## src/rtl/inst_decoder.sv

```systemverilog
// Fetch/decode front end: fetches a 3-byte instruction from slot {Addr,k}, decodes it, and issues a one-cycle STEP.
// Optional macro IDEC_HALT_EN: byte0 == 0xFF parks the FSM in HALT (HALTED=1) until reset.
module inst_decoder (
  input  logic       CLK,
  input  logic       RST,
  input  logic [7:0] Addr,
  output logic       MREQ,
  output logic [9:0] MADDR,
  input  logic [7:0] MDATA,
  input  logic       MACK,
  output logic       STEP,
  output logic       MEM_INST,
  output logic       ALU_INST,
  output logic       JMP_INST,
  output logic       MS1,
  output logic       MS0,
  output logic       IRS,
  output logic       RS2,
  output logic       RS1,
  output logic       RS0,
  output logic       AR2,
  output logic       AR1,
  output logic       AR0,
  output logic       BS2,
  output logic       BS1,
  output logic       BS0,
  output logic [3:0] OP,
  output logic [7:0] IMM,
  output logic       HALTED
);

`ifdef IDEC_HALT_EN
  typedef enum logic [2:0] {S_IDLE, S_F0, S_F1, S_F2, S_EXEC, S_HALT} state_t;
`else
  typedef enum logic [2:0] {S_IDLE, S_F0, S_F1, S_F2, S_EXEC} state_t;
`endif

  state_t     state, next_state;
  logic [7:0] byte0, byte1;
  logic [1:0] cls, ms;
  logic       irs_q;
  logic [2:0] rs, ar, bs;
  logic [3:0] op;
  logic [7:0] imm;
  logic       load_fields;

  // NOTE: every signal written here gets a default first, so no path can infer a latch.
  always_comb begin
    next_state = state;
    MREQ       = 1'b0;
    MADDR      = '0;
    STEP       = 1'b0;
    case (state)
      S_IDLE: next_state = S_F0;
      S_F0: begin
        MREQ  = 1'b1;
        MADDR = {Addr, 2'd0};
        if (MACK) next_state = S_F1;
      end
      S_F1: begin
        MREQ  = 1'b1;
        MADDR = {Addr, 2'd1};
        if (MACK) next_state = S_F2;
      end
      S_F2: begin
        MREQ  = 1'b1;
        MADDR = {Addr, 2'd2};
        if (MACK) begin
`ifdef IDEC_HALT_EN
          next_state = (byte0 == 8'hFF) ? S_HALT : S_EXEC;
`else
          next_state = S_EXEC;
`endif
        end
      end
      S_EXEC: begin
        STEP       = 1'b1;
        next_state = S_F0;
      end
`ifdef IDEC_HALT_EN
      S_HALT: next_state = S_HALT;
`endif
      default: next_state = S_IDLE;
    endcase
  end

  assign load_fields = (state == S_F2) && (next_state == S_EXEC);

  // NOTE: MREQ/STEP are decoded from this register, so the async reset drops them without a clock edge.
  always_ff @(posedge CLK or posedge RST) begin
    if (RST) state <= S_IDLE;
    else     state <= next_state;
  end

  // NOTE: sequential state uses non-blocking assignments so all registers update from pre-edge values.
  always_ff @(posedge CLK or posedge RST) begin
    if (RST) begin
      byte0 <= '0;
      byte1 <= '0;
      cls   <= '0;
      ms    <= '0;
      irs_q <= 1'b0;
      rs    <= '0;
      ar    <= '0;
      bs    <= '0;
      op    <= '0;
      imm   <= '0;
    end else begin
      if (state == S_F0 && MACK) byte0 <= MDATA;
      if (state == S_F1 && MACK) byte1 <= MDATA;
      if (load_fields) begin
        cls   <= byte0[7:6];
        rs    <= byte0[5:3];
        ar    <= byte0[2:0];
        op    <= byte1[7:4];
        bs    <= byte1[3:1];
        irs_q <= byte1[0];
        imm   <= MDATA;
        case (byte0[7:6])
          2'b01:   ms <= byte1[0] ? 2'b10 : 2'b01;
          2'b11:   ms <= 2'b11;
          default: ms <= 2'b00;
        endcase
      end
    end
  end

  // Class strobes are gated by STEP so they never appear outside EXEC.
  assign ALU_INST        = STEP && (cls == 2'b00);
  assign JMP_INST        = STEP && (cls == 2'b10);
  assign MEM_INST        = STEP && (cls == 2'b11);
  assign {MS1, MS0}      = ms;
  assign IRS             = irs_q;
  assign {RS2, RS1, RS0} = rs;
  assign {AR2, AR1, AR0} = ar;
  assign {BS2, BS1, BS0} = bs;
  assign OP              = op;
  assign IMM             = imm;

`ifdef IDEC_HALT_EN
  assign HALTED = (state == S_HALT);
`else
  assign HALTED = 1'b0;
`endif

endmodule

```

## config.mk

```make
export PLATFORM = sky130hd
export DESIGN_NAME = inst_decoder
export DESIGN_NICKNAME = d
export VERILOG_FILES = /design/src/rtl/inst_decoder.sv
export SDC_FILE = /design/constraint.sdc
export NUM_CORES = 1
export LEC_CHECK = 0
export BUFFER_PORTS_ARGS = -buffer_cell sky130_fd_sc_hd__buf_4
export CORE_MARGIN = 2
export CORE_UTILIZATION = 35
export DETAILED_ROUTE_END_ITERATION = 8
export HOLD_SLACK_MARGIN = 0.06
export SLEW_MARGIN = 20
export SYNTH_ARGS = -nofsm -noshare
export SYNTH_HDL_FRONTEND = slang
export SYNTH_SLANG_ARGS = --single-unit
```

## constraint.sdc

```tcl
create_clock -name CLK -period 1.4 [get_ports CLK]
set_input_delay 0.14 -clock CLK [delete_from_list [all_inputs] [get_ports CLK]]
set_output_delay 0.14 -clock CLK [all_outputs]
set_load 0.03 [all_outputs]
```

==> results of run 1 <==
-- routing by layer --
layer  global-route usage  part of all wire  up-vias
li1                     -                 -      616
met4              0.04364            0.0076        0
met3              0.05765             0.073        5
met1               0.1923              0.43      654
met5                    0                 0        -
met2               0.2325              0.49       52
-- sequential cells by signal (all words and copies together) (netlist names) --
name	count
ms	2
IMM	8
OP	4
byte0	8
state	3
bs	3
IRS	1
ar	3
cls	2
byte1	8
rs	3
-- cells in the mapped netlist, drive strengths merged --
library cell	instances	area share
mux2	38	0.23
nand2	6	0.012
and3b	1	0.0047
nor4bb	1	0.0054
dfrtp	45	0.61
and2	8	0.027
inv	4	0.0081
nor4b	1	0.013
nor2	4	0.0081
xor2	1	0.0047
and3	1	0.0034
o21ai	8	0.022
nand4b	1	0.0047
conb	1	0.0020
nor3b	3	0.012
o21a	1	0.0041
buf	8	0.030
-- power groups by stage --
stage                     registers (mW)  clock network [mW]  logic [mW]
after floorplan                     2.96                   0        1.52
after global placement              2.36                   0        3.19
after detailed placement            2.39                   0        3.27
after CTS                           2.34               0.862        3.61
after global routing                2.44               0.945        4.14
final                               2.35               0.838        3.90
-- kinds of logic (layout without fill, tap and decap cells) --
kind of cell,Yosys count,after routing,synth area share
XOR/XNOR,1,1,0.004731
other,1,1,0.002025
buffers and inverters,12,97,0.03783
multiplexers,38,38,0.2311
AND/OR/NAND/NOR,26,27,0.09054
flip-flops,45,45,0.6081
AO/OA/AOI/OAI,9,9,0.02568
-- worst max-delay path by stage --
stage                     slack [ns]  cells past startpoint              endpoint
after floorplan                -0.07                      3              ALU_INST
after global placement         -0.06                      3  byte1[3]$_DFFE_PP0P_
after detailed placement        -0.1                      3  byte1[2]$_DFFE_PP0P_
after CTS                      -0.18                      4              ALU_INST
after global routing           -0.29                      4              ALU_INST
final                          -0.17                      4              ALU_INST
-- worst register-to-register path, stage by stage (launching register included) --
cell and delay, ns:
dfrtp_1 0.40, buf_4 0.15, buf_4 0.13, nand4b_1 0.13
buf_6 0.15, clkbuf_16 0.16, mux2_2 0.33
-- repair_timing --
action,in CTS,in global routing
endpoints found under the hold margin,45,1
buffers inserted,8,8
gates resized for setup,16,11
gates cloned,1,3
endpoints found under the setup margin,30,53
pin swaps,3,2
hold buffers,1,1
-- cell usage in the layout, fill, tap and decap left out, types with 3 or more instances in the layout --
| master | instances |
|---|---|
| buf_12 | 3 |
| dfrtp_1 | 44 |
| mux2_4 | 14 |
| o21ai_0 | 7 |
| buf_4 | 68 |
| buf_6 | 10 |
| mux2_2 | 24 |
| nor2_2 | 3 |
| clkbuf_8 | 6 |
| and2_1 | 8 |
| inv_1 | 3 |
| nand2_1 | 6 |
-- area by class of cell --
| class | count | share of cell area |
|---|---|---|
| flip-flops and latches | 45 | 0.3962 |
| multi-input cells | 76 | 0.2691 |
| repair buffers | 85 | 0.2647 |
| well taps | 70 | 0.03078 |
| clock buffers | 6 | 0.02902 |
| inverters | 4 | 0.005277 |
| clock inverters | 2 | 0.004837 |
==> run summary, run 1 <==
Vias/cell -> 4.608
worst vdd ir -> 1368 uV
CTS max path bufs -> 2
R2R Path End -> bs[2]$_DFFE_PP0P_
Worst-Skew Late Latency -> 0.30 ns
layout cells sized above 1 -> 0.6376
PwrDens -> 2490 nW/um^2
slowest CP cell -> dfrtp_2
die area -> 5888 um^2
Hold Worst Slack -> 0.08846 ns
Req. time, crit path -> 1.26 ns
Worst Path Arrival -> 1.43 ns
slack of the worst reg-to-reg path -> -0.16 ns
end-of-flow core utilization -> 0.5571
H-tree level count -> 2
placed cells -> 260
n_diodes -> 0
failing checks -> setup timing
Comb pwr share -> 0.551
Syn Inst Count -> 132
NetSw -> 2.761 mW
Post-Syn Area -> 1852 um^2
register area share after synthesis -> 0.6081
grt total ovfl -> 0
max incr delay on CP -> 0.43 ns
clock skew -> 0.008779 ns
first-pass GRT wire length -> 6.920 mm
Critical R2R Launch -> state[0]$_DFF_PP0_
CTS Buf Count -> 5
pre-CTS setup slack -> -0.09974 ns
crit start category -> flip-flop
Die Ht -> 76.74 um
worst reg2reg path depth -> 6
Reg clk slew, reported paths -> 0.09 ns
outcome -> complete, but fails checks
antenna violations before repair -> 0
WL/cell -> 15.08 um
Final Hold Vio Count -> 0
total core area -> 5107 um^2
power share of the clock group -> 0.118
Total Power -> 7.085 mW
Seq pwr share -> 0.331
vias in the first global route -> 1,401
setup_tns -> -6.019 ns
number of synthesized register bits -> 45
Die W -> 76.74 um
area of the multi-input gates -> 765.7 um^2
Tcrit/Tclk final -> 1.120
Final setup viols -> 55
mean post-synth cell area -> 14.03 um^2
CP delay by family, top -> flip-flops
final instance area -> 2845 um^2
area grow syn2layout -> 53.65%
FF+latch area -> 1127 um^2
top-level I/O count -> 59
# rows -> 26
Detail Placement HPWL -> 2.661 mm
CTS Sinks -> 45
Hold WC Path Type -> input pin to flip-flop
Post-DRT Antenna Nets -> 0
WHS Path Cells -> 2
routed via count -> 1,327
Sw Share -> 0.3898
initial core utilization -> 0.3626
Finished Layout Cells -> 288
Total GRT Usage -> 0.1489
internal power -> 4.323 mW
Worst Setup SP -> state[1]$_DFF_PP0_
I/O Buffers -> 57
Filler cells -> 423
drt pass-1 iters -> 4
max frequency -> 0.6378 GHz
largest net degree at the start of global routing -> 46
root buf cell -> clkbuf_8
crit end category -> primary output
crit-path max FO -> 4
Ys Warns -> 0
Slew Viols, Final -> 0
drt drc -> 0
min-delay src -> MDATA[7]
leakage power -> 1.374 nW
RSZ-0062 raised after global routing -> true
net count reported at finish -> 236
CP Buf/Inv Count -> 2
TritonCTS clock tree -> yes
GP Congestion -> 0.6925
Hold Crit Endpoint -> byte0[7]$_DFFE_PP0P_
DP Area -> 2461 um^2
Max Cap Viol -> 0
critical path class -> flip-flop to primary output
Final WS setup -> -0.1680 ns
critical-path cell list -> buf_6 > nor3b_4 > nor3b_4 > buf_6
DRT iter0 DRCs -> 38
Post-Syn Nets -> 151
Post-Route WL -> 4.343 mm
Tmin final -> 1.568 ns
synth unique cells -> 19
Power figures use the tool's default switching activity.
==> run 2: changes to the inputs <==
Clock period 1.4 ns to 1.3 ns, I/O delays scaled along.
==> run summary, run 2 (synthesis results as in run 1) <==
outcome -> complete, but fails checks
failing checks -> setup timing
FF+latch area -> 1129 um^2
power share of the clock group -> 0.104
initial core utilization -> 0.3626
max incr delay on CP -> 0.41 ns
Vias/cell -> 4.682
min-delay src -> MDATA[2]
Comb pwr share -> 0.570
Critical R2R Launch -> state[1]$_DFF_PP0_
DRT iter0 DRCs -> 53
die area -> 5888 um^2
Sw Share -> 0.3870
area grow syn2layout -> 57.50%
Post-DRT Antenna Nets -> 0
RSZ-0062 raised after global routing -> true
Final Hold Vio Count -> 0
net count reported at finish -> 234
Reg clk slew, reported paths -> 0.08 ns
CTS max path bufs -> 2
max frequency -> 0.6327 GHz
Final setup viols -> 57
CTS Sinks -> 45
CTS Buf Count -> 5
layout cells sized above 1 -> 0.6667
first-pass GRT wire length -> 7.293 mm
drt drc -> 0
Tcrit/Tclk final -> 1.216
PwrDens -> 2693 nW/um^2
Tmin final -> 1.580 ns
Filler cells -> 427
NetSw -> 3.039 mW
vias in the first global route -> 1,419
WL/cell -> 15.19 um
Finished Layout Cells -> 286
DP Area -> 2497 um^2
Die Ht -> 76.74 um
Hold Worst Slack -> 0.08372 ns
critical-path cell list -> buf_6 > nor3b_4 > nor3b_4 > buf_6
Detail Placement HPWL -> 2.671 mm
Total GRT Usage -> 0.1551
Hold WC Path Type -> input pin to flip-flop
Post-Route WL -> 4.345 mm
TritonCTS clock tree -> yes
placed cells -> 261
Seq pwr share -> 0.326
grt total ovfl -> 0
# rows -> 26
Slew Viols, Final -> 0
slowest CP cell -> dfrtp_2
Worst-Skew Late Latency -> 0.29 ns
Worst Path Arrival -> 1.45 ns
final instance area -> 2917 um^2
n_diodes -> 0
routed via count -> 1,339
worst vdd ir -> 1389 uV
drt pass-1 iters -> 3
Req. time, crit path -> 1.17 ns
commonest cells after routing, fill and taps aside -> buf_4, dfrtp_1, mux2_4
crit-path max FO -> 4
root buf cell -> clkbuf_8
crit start category -> flip-flop
critical path class -> flip-flop to primary output
Die W -> 76.74 um
internal power -> 4.814 mW
Final WS setup -> -0.2805 ns
total core area -> 5107 um^2
clock skew -> 0.007569 ns
GP Congestion -> 0.7061
leakage power -> 1.434 nW
crit end category -> primary output
I/O Buffers -> 57
area of the multi-input gates -> 830.8 um^2
Worst Setup SP -> state[0]$_DFF_PP0_
top-level I/O count -> 59
H-tree level count -> 2
antenna violations before repair -> 0
most common cell after layout, fill and taps aside -> buf_4
largest net degree at the start of global routing -> 46
Max Cap Viol -> 0
run 2: cell count changes in the layout (fill, tap and decap cells not counted), sizes merged:
cell    delta
clkbuf     -2
inv        +1
nor2       -1
clkinv     -1
buf        +1
run 2: per-layer routing:
| metal | track usage | wire length, um | vias to the layer above |
|---|---|---|---|
| met5 | 0 | 0 | - |
| met4 | 0.04727 | 46 | 0 |
| met3 | 0.03765 | 260 | 5 |
| met2 | 0.2588 | 2155 | 49 |
| met1 | 0.1998 | 1883 | 675 |
| li1 | - | - | 610 |
run 2: area by class of cell:
type                            count  area share
Sequential cell                    45      0.3870
Tap cell                           70     0.03003
Inverter                            4    0.005148
Multi-Input combinational cell     75      0.2849
Clock buffer                        6     0.02488
Timing Repair Buffer               84      0.2647
Clock inverter                      2    0.003432
run 2: worst max-delay path, delay by kind of cell, from the launching register on:
kind	cells	cell delay [ns]
simple gates	2	0.47
buf+inv	2	0.28
flops	1	0.41
run 2: stage by stage:
step	setup TNS, ns	total power [mW]	setup slack, ns	util
6_report	-11.34	7.853	-0.2805	0.5710
5_1_grt	-14.68	8.332	-0.3762	0.5710
4_1_cts	-9.381	7.619	-0.2768	0.5566
3_5_place_dp	-5.850	6.207	-0.1680	0.4890
3_3_place_gp	-3.394	6.086	-0.1408	0.4890
2_1_floorplan	-2.168	4.916	-0.1578	-
run 2: timing repair:
action	4_1_cts	5_1_grt
buffers inserted	8	6
endpoints found under the setup margin	53	57
endpoints found under the hold margin	46	0
pin swaps	3	5
cloned	3	0
gates resized for setup	33	24
hold buffers	2	0
run 2: final timing paths:
check	to	slack, ns	cells after the start
setup / recovery	ALU_INST	-0.28	4
hold / removal	byte1[2]$_DFFE_PP0P_	0.08	2
setup reg to reg	byte0[1]$_DFFE_PP0P_	-0.26	5
hold reg to reg	IMM[5]$_DFFE_PP0P_	0.51	1
max in group asynchronous	state[2]$_DFF_PP0_	0.65	4
min in group asynchronous	byte1[4]$_DFFE_PP0P_	0.44	4
run 2: power groups by stage:
| stage | Combinational, mW | Sequential [mW] | Clock (mW) |
|---|---|---|---|
| floorplan | 1.73 | 3.19 | 0 |
| global placement | 3.54 | 2.54 | 0 |
| detailed placement | 3.63 | 2.58 | 0 |
| CTS | 4.25 | 2.54 | 0.836 |
| global route | 4.74 | 2.67 | 0.924 |
| finish | 4.48 | 2.56 | 0.819 |
